[src/rtl/ring_pkg.sv]
// Shared constants and flit layout for the gold ring router.
// The VC bit lives at the top of the flit; direction and hop count sit just below it.
package ring_pkg;

    localparam int DATA_W   = 64;
    localparam int VC_BIT   = 63;
    localparam int REQ_RING = 0;
    localparam int REQ_PE   = 1;

    typedef struct packed {
        logic        vc;
        logic        dir;
        logic [5:0]  hop;
        logic [55:0] payload;
    } flit_hdr_t;

endpackage

[src/rtl/ring_out_arbiter_rr_arb2.sv]
// Two-input round-robin arbiter: one-hot grant, zero when nothing requests.
// The priority pointer moves to the other input only when an update is enabled and a grant occurs.
module rr_arb2 (
    input  logic       clk,
    input  logic       reset,
    input  logic [1:0] i_req,
    input  logic       i_upd,
    output logic [1:0] o_gnt
);

    logic r_prio;

    always_comb begin
        o_gnt = 2'b00;
        case (i_req)
            2'b01:   o_gnt = 2'b01;
            2'b10:   o_gnt = 2'b10;
            2'b11:   o_gnt = r_prio ? 2'b10 : 2'b01;
            default: o_gnt = 2'b00;
        endcase
    end

    // Winning input 0 hands priority to input 1, and vice versa.
    always_ff @(posedge clk or negedge reset) begin
        if (!reset)
            r_prio <= 1'b0;
        else if (i_upd && (|o_gnt))
            r_prio <= o_gnt[0];
    end

endmodule

[src/rtl/ring_out_arbiter.sv]
// Output-port scheduler: ring pass-through and NIC injection share one link via two single-flit VC buffers.
// Polarity p lets only VC p fill and only VC ~p drain, so a buffer is never read and written in one cycle.
module ring_out_arbiter
    import ring_pkg::*;
#(
    parameter int DATA_W = ring_pkg::DATA_W,
    parameter int VC_BIT = ring_pkg::VC_BIT,
    parameter int CNT_W  = 16
) (
    input  logic              clk,
    input  logic              reset,
    input  logic              req0_si,
    input  logic [DATA_W-1:0] req0_di,
    output logic              req0_ri,
    input  logic              req1_si,
    input  logic [DATA_W-1:0] req1_di,
    output logic              req1_ri,
    output logic              out_so,
    output logic [DATA_W-1:0] out_do,
    input  logic              out_ri,
    output logic              polarity,
    output logic [CNT_W-1:0]  grant_cnt0,
    output logic [CNT_W-1:0]  grant_cnt1
);

    logic              r_pol;
    logic [1:0]        r_full;
    logic [DATA_W-1:0] r_ob [2];
    logic [CNT_W-1:0]  r_cnt0;
    logic [CNT_W-1:0]  r_cnt1;

    logic              w_drain;
    logic              w_elig0;
    logic              w_elig1;
    logic [1:0]        w_req;
    logic [1:0]        w_gnt_vc0;
    logic [1:0]        w_gnt_vc1;
    logic [1:0]        w_gnt;
    logic [DATA_W-1:0] w_fill_dat;

    assign w_drain = ~r_pol;

    // A flit is eligible only in the phase matching its VC and only while that buffer is empty.
    assign w_elig0 = req0_si & (req0_di[VC_BIT] == r_pol) & ~r_full[r_pol];
    assign w_elig1 = req1_si & (req1_di[VC_BIT] == r_pol) & ~r_full[r_pol];
    assign w_req   = {w_elig1, w_elig0};

    rr_arb2 u_arb_vc0 (
        .clk   (clk),
        .reset (reset),
        .i_req (r_pol ? 2'b00 : w_req),
        .i_upd (~r_pol),
        .o_gnt (w_gnt_vc0)
    );

    rr_arb2 u_arb_vc1 (
        .clk   (clk),
        .reset (reset),
        .i_req (r_pol ? w_req : 2'b00),
        .i_upd (r_pol),
        .o_gnt (w_gnt_vc1)
    );

    assign w_gnt      = w_gnt_vc0 | w_gnt_vc1;
    assign req0_ri    = w_gnt[REQ_RING];
    assign req1_ri    = w_gnt[REQ_PE];
    assign w_fill_dat = w_gnt[REQ_PE] ? req1_di : req0_di;

    assign out_so     = r_full[w_drain];
    assign out_do     = r_full[w_drain] ? r_ob[w_drain] : '0;
    assign polarity   = r_pol;
    assign grant_cnt0 = r_cnt0;
    assign grant_cnt1 = r_cnt1;

    always_ff @(posedge clk or negedge reset) begin
        if (!reset) begin
            r_pol  <= 1'b0;
            r_full <= 2'b00;
            r_ob[0] <= '0;
            r_ob[1] <= '0;
        end else begin
            r_pol <= ~r_pol;
            if (out_so && out_ri)
                r_full[w_drain] <= 1'b0;
            if (|w_gnt) begin
                r_full[r_pol] <= 1'b1;
                r_ob[r_pol]   <= w_fill_dat;
            end
        end
    end

    always_ff @(posedge clk or negedge reset) begin
        if (!reset) begin
            r_cnt0 <= '0;
            r_cnt1 <= '0;
        end else begin
            if (w_gnt[REQ_RING] && (r_cnt0 != '1))
                r_cnt0 <= r_cnt0 + 1'b1;
            if (w_gnt[REQ_PE] && (r_cnt1 != '1))
                r_cnt1 <= r_cnt1 + 1'b1;
        end
    end

endmodule

[config.mk]
export PLATFORM = sky130hd
export DESIGN_NAME = ring_out_arbiter
export DESIGN_NICKNAME = d
export VERILOG_FILES = /design/src/rtl/ring_pkg.sv /design/src/rtl/ring_out_arbiter_rr_arb2.sv /design/src/rtl/ring_out_arbiter.sv
export SDC_FILE = /design/constraint.sdc
export NUM_CORES = 1
export LEC_CHECK = 0
export CAP_MARGIN = 10
export CORE_MARGIN = 3
export CORE_UTILIZATION = 48
export CTS_BUF_LIST = sky130_fd_sc_hd__clkbuf_4 sky130_fd_sc_hd__clkbuf_8 sky130_fd_sc_hd__clkbuf_16
export CTS_CLUSTER_SIZE = 12
export DETAILED_ROUTE_END_ITERATION = 7
export PLACE_DENSITY_LB_ADDON = 0.15
export SLEW_MARGIN = 20
export SYNTH_ARGS = -nofsm -noshare
export SYNTH_HDL_FRONTEND = slang
export SYNTH_SLANG_ARGS = --single-unit
[constraint.sdc]
create_clock -name clk -period 2.8 [get_ports clk]
set_input_delay 0.42 -clock clk [delete_from_list [all_inputs] [get_ports clk]]
set_output_delay 0.42 -clock clk [all_outputs]
set_load 0.03 [all_outputs]
==> reports/qor.yml, run 1 <==
comb_power_share_pct: 28.9
fin_nets: 1155
rsz0062_at_grt: "no"
die_area_um2: 18100
drtIter0Drc: 344
synth_top_area_share_pct: 52.2
ant_nets: 0
synthArstFlopShare_pct: 100
pwr-share-clk_pct: 30.9
dp_hpwl_um: 13500
clockBufferDepth: 2
final_min_period_over_clock_period_pct: 96.7
synthMuxAreaShare_pct: 16.6
synthXorXnorAreaFrac_pct: 3.10
synth_top_area_cell: "dfrtp_1"
fin_skew_ps: 8.19
track_usage_pct: 21.6
insertedDiodeCount: 0
rows: 46
p_switching_uw: 2470
dp_worst_setup_slack_ps: 120
synth_commonest_cells: "206 x nor2_1, 165 x dfrtp_1, 130 x a21oi_1"
cp_cell_sequence: "or4b_1, o32a_1, and2_4, inv_2, buf_4"
drt_wl_total_um: 19400
avgSynthCellArea_um2: 9.90
synth-simple-area-share_pct: 14.9
drtPass1Iterations: 5
cts-root-buf: "clkbuf_16"
reg2reg_from: "polarity"
vias: 6484
p_seq_share_pct: 40.3
critPathMaxFanout: 12
initial_core_util_pct: 49.4
die_w_um: 134
fillCellCount: 1277
cap_violations: 0
p_sw_share_pct: 31.7
rr_endpoint: "grant_cnt0[11]"
cp_slowest_cell: "dfrtp_4"
grt_pass1_vias: 6371
gp_congestion: 0.776
cts_tree: "yes"
syn_nets: 934
crit_required_ps: 2380
ys_types: 43
ctsHtreeMaxLevel: 4
min_period_ps: 2710
slowest_delay_ps: 560
ys_warn_count: 0
syn_area_um2: 7910
slew-limit-headroom_pct: 65.7
p_leak_uw: 0.00543
synthAdderAreaFrac_pct: 0.316
hold_class: "flop to flop"
grt_max_degree: 78
worstSetupPathType: "flop to output port"
peakVddDrop_uv: 406
drc: 0
r2r_cells: 7
routedWlPerCell_um: 15.6
ys.flop_type: "dfrtp_1"
core_um2: 16000
via_per_inst: 5.19
cts.sinks: 165
synth-edff-count: 0
drive_above_1_share_pct: 7.36
grt_antenna_before_repair: 0
finalSetupTns_ps: 0
rrSetupSlack_ps: 430
cts_made_buffers: 17
cp-start-kind: "flop"
numPortBuffers: 232
hold_viol_final: 0
synth-compound-area-share_pct: 9.38
worstPathArrival_ps: 2290
intPower_uw: 5310
outcome: "finished, final reports clean"
crit_end: "req1_ri"
synth_top_family_by_area: "multiplexers"
synthTopCellsByArea: "dfrtp_1 52%, mux2i_1 16%, nor2_1 9.8%, a21oi_1 8.2%, clkbuf_1 1.7%"
io_pins: 233
ys_seq_elements: 165
slew_violations: 0
fmax_mhz: 369
die_h_um: 134
power_density_nw_per_um2: 694
end_kind: "output port"
cts.clk_slew.worst_paths_ps: 60
area_delta_synth_final_pct: 41.8
yosysSeqAreaShare_pct: 52.2
grt_pass1_wl_um: 31500
timing.final.ws_setup_ps: 91.6
worstSetupStartpoint: "polarity"
yosysMostFrequentCell: "nor2_1"
netlist_instances: 799
overflow: 0
clk_latency_ps: 420
setup_viol: 0
worst_slew_pin_slew_ps: 513
-- per-layer routing --
layer  share of wire [%]  vias up  global-route usage, %  wire length (um)
li1                    -     3167                      -                 -
met1                  43     3098                   27.6              8340
met2                  49      194                   35.7              9520
met3                 6.5       25                   6.08              1270
met4                 1.6        0                   7.24               315
met5                   0        -                      0                 0
-- placed cells by master, fill, tap and decap left out, drive strengths merged, types with 3 or more instances in the layout --
cell	netlist	layout
dlymetal6s2s	0	5
clkinv	0	4
inv	7	7
mux2i	128	128
xor2	13	13
mux2	3	3
nor2	206	206
dfrtp	165	165
nand2	21	21
nand3	17	17
clkbuf	36	21
a21oi	131	131
bufinv	0	3
xnor2	15	15
and3	5	5
buf	17	25
nor3	3	3
clkinvlp	0	4
nand4	6	6
clkdlybuf4s50	0	222
-- power groups by stage --
stage	clock (uW)	combinational, uW	sequential, uW
2_1_floorplan	0	1190	3240
3_3_place_gp	0	2220	3150
3_5_place_dp	0	2260	3170
4_1_cts	2450	2270	3130
5_1_grt	2560	2440	3190
6_report	2400	2250	3130
-- per-stage QoR --
stage | total power, uW | instance area, um2 | util, % | instances | hold WS, ps
after floorplan | 4420 | 7910 | - | 799 | 124
after global placement | 5370 | 10500 | 65.9 | 1215 | 372
after detailed placement | 5430 | 10500 | 65.9 | 1215 | 371
after CTS | 7850 | 11200 | 69.9 | 1248 | 477
after global routing | 8190 | 11200 | 70.1 | 1249 | 498
final | 7780 | 11200 | 70.1 | 1249 | 472
-- logic make-up after synthesis --
logic type / Yosys count
compound gates: 138
xor+xnor: 28
fa+ha+maj: 2
buf+inv: 60
flops: 165
mux: 131
simple gates: 275
-- worst max-delay path: cells and delay by family, from the launching register on --
family	cells	cell delay, ps
AND/OR/NAND/NOR	2	810
flip-flops	1	560
buffers and inverters	2	320
AO/OA/AOI/OAI	1	170
-- what timing repair did --
| action | CTS | global route |
|---|---|---|
| hold buffers | 1 | 0 |
| endpoints found under the setup margin | 43 | 62 |
| setup buffers | 0 | 1 |
| endpoints found under the hold margin | 43 | 0 |
| gates resized for setup | 5 | 7 |
| pin swaps | 0 | 0 |
| gates cloned | 0 | 0 |
-- worst min-delay path by stage --
stage	start	to	slack [ps]	cells after the start
after global routing	r_ob[63]	r_ob[63]	500	1
after floorplan	reset	grant_cnt0[0]	120	0
final	r_ob[63]	r_ob[63]	470	1
after CTS	r_ob[63]	r_ob[63]	480	1
after global placement	reset	r_ob[8]	370	1
after detailed placement	reset	r_ob[8]	370	1
-- registers in the layout, summed over array words and instances (netlist names) --
register	count
r_full	2
r_ob	128
grant_cnt0	16
polarity	1
u_arb_vc0.r_prio	1
u_arb_vc1.r_prio	1
grant_cnt1	16
-- final cells by class --
cell class              instances  area, um2  area share [%]
flip-flops and latches        165       4130            36.9
clock inverters                11        151            1.35
repair buffers                255       2620            23.4
well taps                     216        270            2.41
clock buffers                  21        468            4.17
multi-input cells             574       3540            31.6
inverters                       7       26.3           0.234
No activity file was read; power rests on OpenSTA's default activity.
==> run 2, diff against run 1 <==
- CORE_MARGIN: 3 -> 5
==> reports/qor.yml, run 2 (same netlist as run 1, synthesis figures left out) <==
fin_total_pwr_uw: 7730
rows: 47
finalInstanceArea_um2: 11400
die_h_um: 138
drc: 0
routedWlPerCell_um: 15.8
die_w_um: 138
fin_skew_ps: 10.1
die_area_um2: 19100
cts_made_buffers: 17
drt_wl_total_um: 19900
initial_core_util_pct: 48.4
hold_viol_final: 0
via_per_inst: 5.11
fin_cells: 1261
numPortBuffers: 232
worst_slew_pin_slew_ps: 712
end_kind: "output port"
critPathMaxFanout: 57
timing.final.ws_setup_ps: 51.8
ant_nets: 0
cp-start-kind: "flop"
clk_latency_ps: 430
min_period_ps: 2750
cts.clk_slew.worst_paths_ps: 70
overflow: 0
drive_above_1_share_pct: 8.26
cts-root-buf: "clkbuf_16"
mostFrequentLayoutCell: "nor2_1"
setup_viol: 0
clockBufferDepth: 2
cts.sinks: 165
fin_nets: 1163
grt_pass1_wl_um: 32700
outcome: "finished, final reports clean"
peakVddDrop_uv: 461
track_usage_pct: 20.8
largest-register: "r_ob"
holdWs_ps: 2.75
r2r_cells: 8
final_cell_mix: "206 x nor2_1, 187 x clkdlybuf4s50_1, 164 x dfrtp_1"
grt_pass1_vias: 6478
final_min_period_over_clock_period_pct: 98.1
crit_required_ps: 2380
cts_hold_buf: 0
cap_violations: 0
grt_antenna_before_repair: 0
vias: 6443
power_density_nw_per_um2: 681
hold_class: "input port to async pin"
core_um2: 16300
ctsHtreeMaxLevel: 4
worstPathArrival_ps: 2330
insertedDiodeCount: 0
grt_max_degree: 76
worstSetupPathType: "flop to output port"
slew_violations: 0
post_dp_cell_area_um2: 10600
fmax_mhz: 364
cts_tree: "yes"
io_pins: 233
dp.cells: 1223
dp_hpwl_um: 13900
area_delta_synth_final_pct: 43.5
drtIter0Drc: 286
p_leak_uw: 0.00590
slew-limit-headroom_pct: 52.6
dp_worst_setup_slack_ps: 136
drtPass1Iterations: 5
largest_reg_flops: 128
gp_congestion: 0.812
[run 2: routing by layer]
metal  wire length (um)  up-vias  track usage (%)
met4                265        0             6.29
met5                  0        -                0
li1                   -     3176                -
met1               8490     3062             26.3
met2               9840      185             34.9
met3               1300       20             5.90
[run 2: worst max-delay path: stages (launching register included)]
cell and delay (ps):
dfrtp_4 520, buf_12 150, mux2i_4 190, buf_12 220
nor2_1 130, clkdlybuf4s50_1 690
[run 2: area by class of cell]
class | count | area [um2]
clock buffer | 18 | 439
clock inverter | 14 | 165
inverter | 7 | 26.3
timing repair buffer | 263 | 2770
tap | 220 | 275
multi-input combinational | 574 | 3540
sequential | 165 | 4130
fill | 1305 | 5000
[run 2: stage by stage]
stage | setup TNS [ps] | utilization (%)
global route | -70.1 | 69.4
global placement | 0 | 64.8
finish | 0 | 69.4
CTS | 0 | 68.8
floorplan | 0 | -
detailed placement | 0 | 64.8
[run 2: final timing paths]
| check | from | slack [ps] | endpoint |
|---|---|---|---|
| min in group clk | r_ob[63] | 480 | r_ob[63] |
| worst max register to register | polarity | 240 | r_ob[69] |
| worst min-delay path | reset | 3 | r_ob[12] |
| worst min register to register | r_ob[63] | 480 | r_ob[63] |
| worst max-delay path | polarity | 50 | out_do[54] |
| max in group asynchronous | reset | 2060 | r_ob[0] |
[run 2: timing repair]
item,CTS,global route
gates resized for setup,4,40
endpoints found under the hold margin,0,0
endpoints found under the setup margin,2,40
setup buffers,6,0
[run 2: power by group]
part / leakage (uW) / internal (uW) / switching [uW] / total, uW
Sequential: 0.00189 / 2830 / 294 / 3120
Clock: 0.000290 / 1370 / 1000 / 2370
Combinational: 0.00372 / 1000 / 1240 / 2240
Total: 0.00590 / 5190 / 2530 / 7730
